==> src/rtl/piso_tx_ctrl_if.sv <==
// Producer-side handshake bundle for piso_tx_ctrl: parallel word, valid/ready and frame abort.
interface piso_tx_ctrl_if #(
    parameter int WIDTH = 8
);
    logic             tx_valid;
    logic [WIDTH-1:0] tx_data;
    logic             tx_ready;
    logic             abort;

    modport master (output tx_valid, output tx_data, output abort, input tx_ready);
    modport slave  (input tx_valid, input tx_data, input abort, output tx_ready);
endinterface

==> src/rtl/piso_tx_ctrl.sv <==
// Parallel-in/serial-out sequencing controller: accepts a word, shifts it out one bit per
// clock with an enable strobe, pulses done, then holds off for a programmable gap.
module piso_tx_ctrl #(
    parameter int WIDTH     = 8,
    parameter int GAP       = 2,
    parameter int MSB_FIRST = 0
) (
    input  logic          clk,
    input  logic          reset_p,
    piso_tx_ctrl_if.slave tx,
    output logic          sdo,
    output logic          sdo_en,
    output logic          busy,
    output logic          done,
    output logic [7:0]    frame_cnt
);
    localparam int BCW = $clog2(WIDTH);
    localparam int GCW = (GAP > 0) ? $clog2(GAP + 1) : 1;
    localparam logic [BCW-1:0] BIT_LAST   = BCW'(WIDTH - 1);
    localparam logic [BCW-1:0] BIT_PENULT = BCW'(WIDTH - 2);
    localparam logic [GCW-1:0] GAP_LAST   = (GAP > 0) ? GCW'(GAP - 1) : '0;

    typedef enum logic [1:0] {ST_IDLE, ST_SHIFT, ST_GAP} state_t;

    state_t           state_q;
    logic [WIDTH-1:0] shreg_q;
    logic [BCW-1:0]   bitcnt_q;
    logic [GCW-1:0]   gapcnt_q;
    logic             rdy_q;
    logic             done_q;
    logic [7:0]       frame_cnt_q;
    logic             accept;

    // rdy_q is the registered "may accept" flag; abort is the only input that gates it directly.
    assign tx.tx_ready = rdy_q && !tx.abort;
    assign accept      = tx.tx_valid && tx.tx_ready;

    function automatic logic [WIDTH-1:0] shift_out(input logic [WIDTH-1:0] v);
        return (MSB_FIRST != 0) ? {v[WIDTH-2:0], 1'b0} : {1'b0, v[WIDTH-1:1]};
    endfunction

    always_ff @(posedge clk or posedge reset_p) begin
        if (reset_p) begin
            state_q     <= ST_IDLE;
            shreg_q     <= '0;
            bitcnt_q    <= '0;
            gapcnt_q    <= '0;
            rdy_q       <= 1'b0;
            done_q      <= 1'b0;
            frame_cnt_q <= '0;
        end else begin
            done_q <= 1'b0;
            unique case (state_q)
                ST_IDLE: begin
                    if (accept) begin
                        shreg_q  <= tx.tx_data;
                        bitcnt_q <= '0;
                        state_q  <= ST_SHIFT;
                        rdy_q    <= 1'b0;
                    end else begin
                        rdy_q <= 1'b1;
                    end
                end
                ST_SHIFT: begin
                    if (tx.abort) begin
                        state_q  <= ST_IDLE;
                        shreg_q  <= '0;
                        bitcnt_q <= '0;
                        rdy_q    <= 1'b1;
                    end else if (bitcnt_q == BIT_LAST) begin
                        done_q      <= 1'b1;
                        frame_cnt_q <= frame_cnt_q + 8'd1;
                        bitcnt_q    <= '0;
                        if (GAP > 0) begin
                            state_q  <= ST_GAP;
                            gapcnt_q <= '0;
                            shreg_q  <= shift_out(shreg_q);
                            rdy_q    <= 1'b0;
                        end else if (accept) begin
                            // Zero-gap chaining: the next word loads on the last-bit edge.
                            shreg_q <= tx.tx_data;
                            state_q <= ST_SHIFT;
                            rdy_q   <= 1'b0;
                        end else begin
                            state_q <= ST_IDLE;
                            shreg_q <= shift_out(shreg_q);
                            rdy_q   <= 1'b1;
                        end
                    end else begin
                        shreg_q  <= shift_out(shreg_q);
                        bitcnt_q <= bitcnt_q + 1'b1;
                        rdy_q    <= (GAP == 0) && (bitcnt_q == BIT_PENULT);
                    end
                end
                ST_GAP: begin
                    if (tx.abort || (gapcnt_q == GAP_LAST)) begin
                        state_q  <= ST_IDLE;
                        shreg_q  <= '0;
                        gapcnt_q <= '0;
                        rdy_q    <= 1'b1;
                    end else begin
                        gapcnt_q <= gapcnt_q + 1'b1;
                    end
                end
                default: begin
                    state_q <= ST_IDLE;
                    rdy_q   <= 1'b0;
                end
            endcase
        end
    end

    assign sdo_en    = (state_q == ST_SHIFT);
    assign sdo       = sdo_en && ((MSB_FIRST != 0) ? shreg_q[WIDTH-1] : shreg_q[0]);
    assign busy      = (state_q != ST_IDLE);
    assign done      = done_q;
    assign frame_cnt = frame_cnt_q;

endmodule

==> src/flat_wrapper.sv <==
// flat-port wrapper written by rule: the top's interface ports become plain ports
module piso_tx_ctrl_flat 
#(
    parameter int WIDTH     = 8,
    parameter int GAP       = 2,
    parameter int MSB_FIRST = 0
)
  (clk, reset_p, sdo, sdo_en, busy, done, frame_cnt, tx_tx_valid, tx_tx_data, tx_abort, tx_tx_ready);
  piso_tx_ctrl_if #(.WIDTH(WIDTH)) tx_i ();
  input  logic clk;
  input  logic reset_p;
  output logic sdo;
  output logic sdo_en;
  output logic busy;
  output logic done;
  output logic [7:0] frame_cnt;
  input wire logic [$bits(tx_i.tx_valid)-1:0] tx_tx_valid;
  input wire logic [$bits(tx_i.tx_data)-1:0] tx_tx_data;
  input wire logic [$bits(tx_i.abort)-1:0] tx_abort;
  output wire logic [$bits(tx_i.tx_ready)-1:0] tx_tx_ready;
  assign tx_i.tx_valid = tx_tx_valid;
  assign tx_i.tx_data = tx_tx_data;
  assign tx_i.abort = tx_abort;
  assign tx_tx_ready = tx_i.tx_ready;
  piso_tx_ctrl #(.WIDTH(WIDTH), .GAP(GAP), .MSB_FIRST(MSB_FIRST)) u_core (.clk(clk), .reset_p(reset_p), .tx(tx_i), .sdo(sdo), .sdo_en(sdo_en), .busy(busy), .done(done), .frame_cnt(frame_cnt));
endmodule
==> config.mk <==
export PLATFORM = sky130hd
export DESIGN_NAME = piso_tx_ctrl_flat
export DESIGN_NICKNAME = d
export VERILOG_FILES = /design/src/rtl/piso_tx_ctrl_if.sv /design/src/rtl/piso_tx_ctrl.sv /design/src/flat_wrapper.sv
export SDC_FILE = /design/constraint.sdc
export NUM_CORES = 1
export LEC_CHECK = 0
export CORE_ASPECT_RATIO = 0.5
export CORE_MARGIN = 1
export CORE_UTILIZATION = 46
export DETAILED_ROUTE_END_ITERATION = 12
export PLACE_DENSITY = 0.76
export SKIP_LAST_GASP = 1
export SLEW_MARGIN = 20
export SYNTH_ARGS = -nofsm -noshare
export SYNTH_HDL_FRONTEND = slang
export SYNTH_SLANG_ARGS = --single-unit
==> constraint.sdc <==
create_clock -name clk -period 2 [get_ports clk]
set_clock_uncertainty 0.2 [all_clocks]
set_input_delay 0.5 -clock clk [delete_from_list [all_inputs] [get_ports clk]]
set_output_delay 0.5 -clock clk [all_outputs]
set_load 0.01 [all_outputs]
==> impl_metrics.toml <==
[outcome]
status = "completed"

[grt]
grt_usage = 0.202
grt_max_degree = 26
antenna_found_initial = 0
grt_pass1_vias = 1051
grt_first_pass_wirelength_mm = 4.73
grt.overflow.total = 0

[synth]
netlist.area_leader.share = 0.448
synth-main-ff-cell = "dfrtp_1"
synth-async-reset-ratio = 1.00
synth_edf_count = 0
netlist_area_um2 = 1400
syn-instance-count = 132
yosys_warnings = 0
syn_avg_cell_area_um2 = 10.6
synth.most_common_cell = "dfrtp_1"
ys_types = 33
yosys-top-cells-area = "dfrtp_1 45%, ha_1 9.9%, mux2_2 9.7%, inv_1 4.3%, nand2_1 4.0%"
yosysTopAreaCell = "dfrtp_1"
synth-seq-area-share = 0.448
yosys-top-cells-count = "25 x dfrtp_1, 16 x inv_1, 15 x nand2_1, 12 x mux2_2, 11 x ha_1"
synth_seq_cells = 25
synth_nets = 155

[finish]
diodes = 0
utilization = 0.710
stdcell_count = 216
drive_gt1_frac = 0.285
design_area_um2 = 1940
nNetsFinal = 203
syn2layout_area_growth_pct = 38.9

[timing]
rsz0062_at_grt = "true"
tns_ns = 0
relSlewSlack = 0.788
fmaxAchievable_mhz = 506
finalHoldViolCount = 0
hold_ws_ns = 0.270
worstMarginPinSlew_ns = 0.316
min_period_over_period = 0.989
finalSetupViolations = 0
period_needed_ns = 1.98
finalMaxSlewViolations = 0
fin_ws_ns = 0.0226

[cts]
htreeDepth = 1
tritoncts = "done"
clkTransAtPathRegs_ns = 0.09
worstSkewPairLatency_ns = 0.27
cts_hold_buffers = 0
cts_buffers = 3
cts_buffer_depth = 2
root_buffer = "clkbuf_8"
cts.sinks = 25

[pwr]
ir_drop_v = 0.000554
pwr_density_cell_nw_per_um2 = 962
leakage_nw = 0.995
total_power_mw = 1.87

[route]
drtIter0Drc = 24
antenna_left = 0
wl_mm = 2.94
via_count = 1109
drc = 0
wl_per_cell_um = 13.6
drt_pass1_iterations = 4
routed_via_density = 5.13

[placed_design]
port_buffers = 24
dpl-instance-area_um2 = 1810
placed_cells = 206
hpwl_mm = 2.10
gp_congestion = 0.765
preCtsSetupSlack_ns = -0.378

[critical_path]
worst-path-max-fanout = 8
r2r_slack_ns = 0.02
crit_type = "reg -> reg"
cp.required_ns = 1.97
arrival_ns = 1.94
cp-start-kind = "flop"
cp-end-kind = "flop"

[floorplanning]
die-area_um2 = 3270
dieHeight_um = 41.0
core_area_um2 = 2730
fp.dieW_um = 79.9
io-pin-count = 25
start_util = 0.511
fp-row-count = 13

[hold_path]
hold_path.class = "reg -> reg"

[job]
cap_violations = 0
## cells by family after synthesis
kind of cell             synth area share
AND/OR/NAND/NOR                     0.152
flip-flops                          0.448
buffers and inverters              0.0547
AO/OA/AOI/OAI                      0.0986
multiplexers                        0.104
adder cells (fa/ha/maj)            0.0986
XOR/XNOR                           0.0439
## placed cells by master (no fill, tap or decap), types with 3 or more instances in the layout
master	n
a211oi_1	3
buf_4	20
clkbuf_8	3
clkdlybuf4s50_1	16
dfrtp_1	23
dlygate4sd2_1	3
dlymetal6s2s_1	3
ha_1	8
inv_1	14
mux2_2	10
nand2_1	15
nand2b_1	3
nand4_1	3
nor3_1	3
o22ai_1	7
xnor2_1	4
xor2_1	3
## per-layer routing
layer	GRT usage	share of wire	up-vias
met2	0.365	0.48	19
met1	0.250	0.49	543
met4	0.0670	0.0048	0
li1	-	-	545
met5	0	0	-
met3	0.0467	0.026	2
## power by group
group	total [mW]	internal, mW	switching [mW]	leakage, nW
registers	0.696	0.614	0.0813	0.329
clock network	0.321	0.146	0.175	0.0261
logic	0.848	0.474	0.373	0.641
total	1.87	1.24	0.630	0.995
## cell type report
cell class | count | area (um2)
Fill cell | 198 | 793
Multi-Input combinational cell | 87 | 726
Sequential cell | 25 | 628
Timing Repair Buffer | 47 | 427
Inverter | 16 | 62.6
Tap cell | 37 | 46.3
Clock buffer | 3 | 41.3
Clock inverter | 1 | 8.76
## worst paths after layout
kind | cells after the start | end | start
min in group asynchronous | 3 | u_core.frame_cnt[7]$_DFFE_PP0P_ | reset_p
worst min register to register | 1 | u_core.frame_cnt[7]$_DFFE_PP0P_ | u_core.frame_cnt[7]$_DFFE_PP0P_
worst max register to register | 7 | u_core.shreg_q[5]$_DFFE_PP0P_ | u_core.state_q[1]$_DFFE_PP0P_
worst max-delay path | 7 | u_core.shreg_q[5]$_DFFE_PP0P_ | u_core.state_q[1]$_DFFE_PP0P_
max in group asynchronous | 3 | u_core.frame_cnt[3]$_DFFE_PP0P_ | reset_p
worst min-delay path | 1 | u_core.frame_cnt[7]$_DFFE_PP0P_ | u_core.frame_cnt[7]$_DFFE_PP0P_
## timing repair
item / in CTS / in global routing
pin swaps: 2 / 1
resized for setup: 16 / 10
setup buffers: 4 / 3
endpoints found under the setup margin: 16 / 17
## critical path: stages (launching register included)
cell and delay [ns]:
dfrtp_1 0.37, inv_2 0.06, buf_4 0.13, ha_2 0.17, buf_6 0.14, a211oi_4 0.30, buf_12 0.17, mux2_2 0.33
## sequential cells by signal (all words and copies together), names as in the netlist
signal / cells
u_core.state_q: 2
u_core.done: 1
u_core.shreg_q: 8
u_core.frame_cnt: 8
u_core.bitcnt_q: 3
u_core.rdy_q: 1
u_core.gapcnt_q: 2
Note: power is estimated with default switching activity, not from simulation.
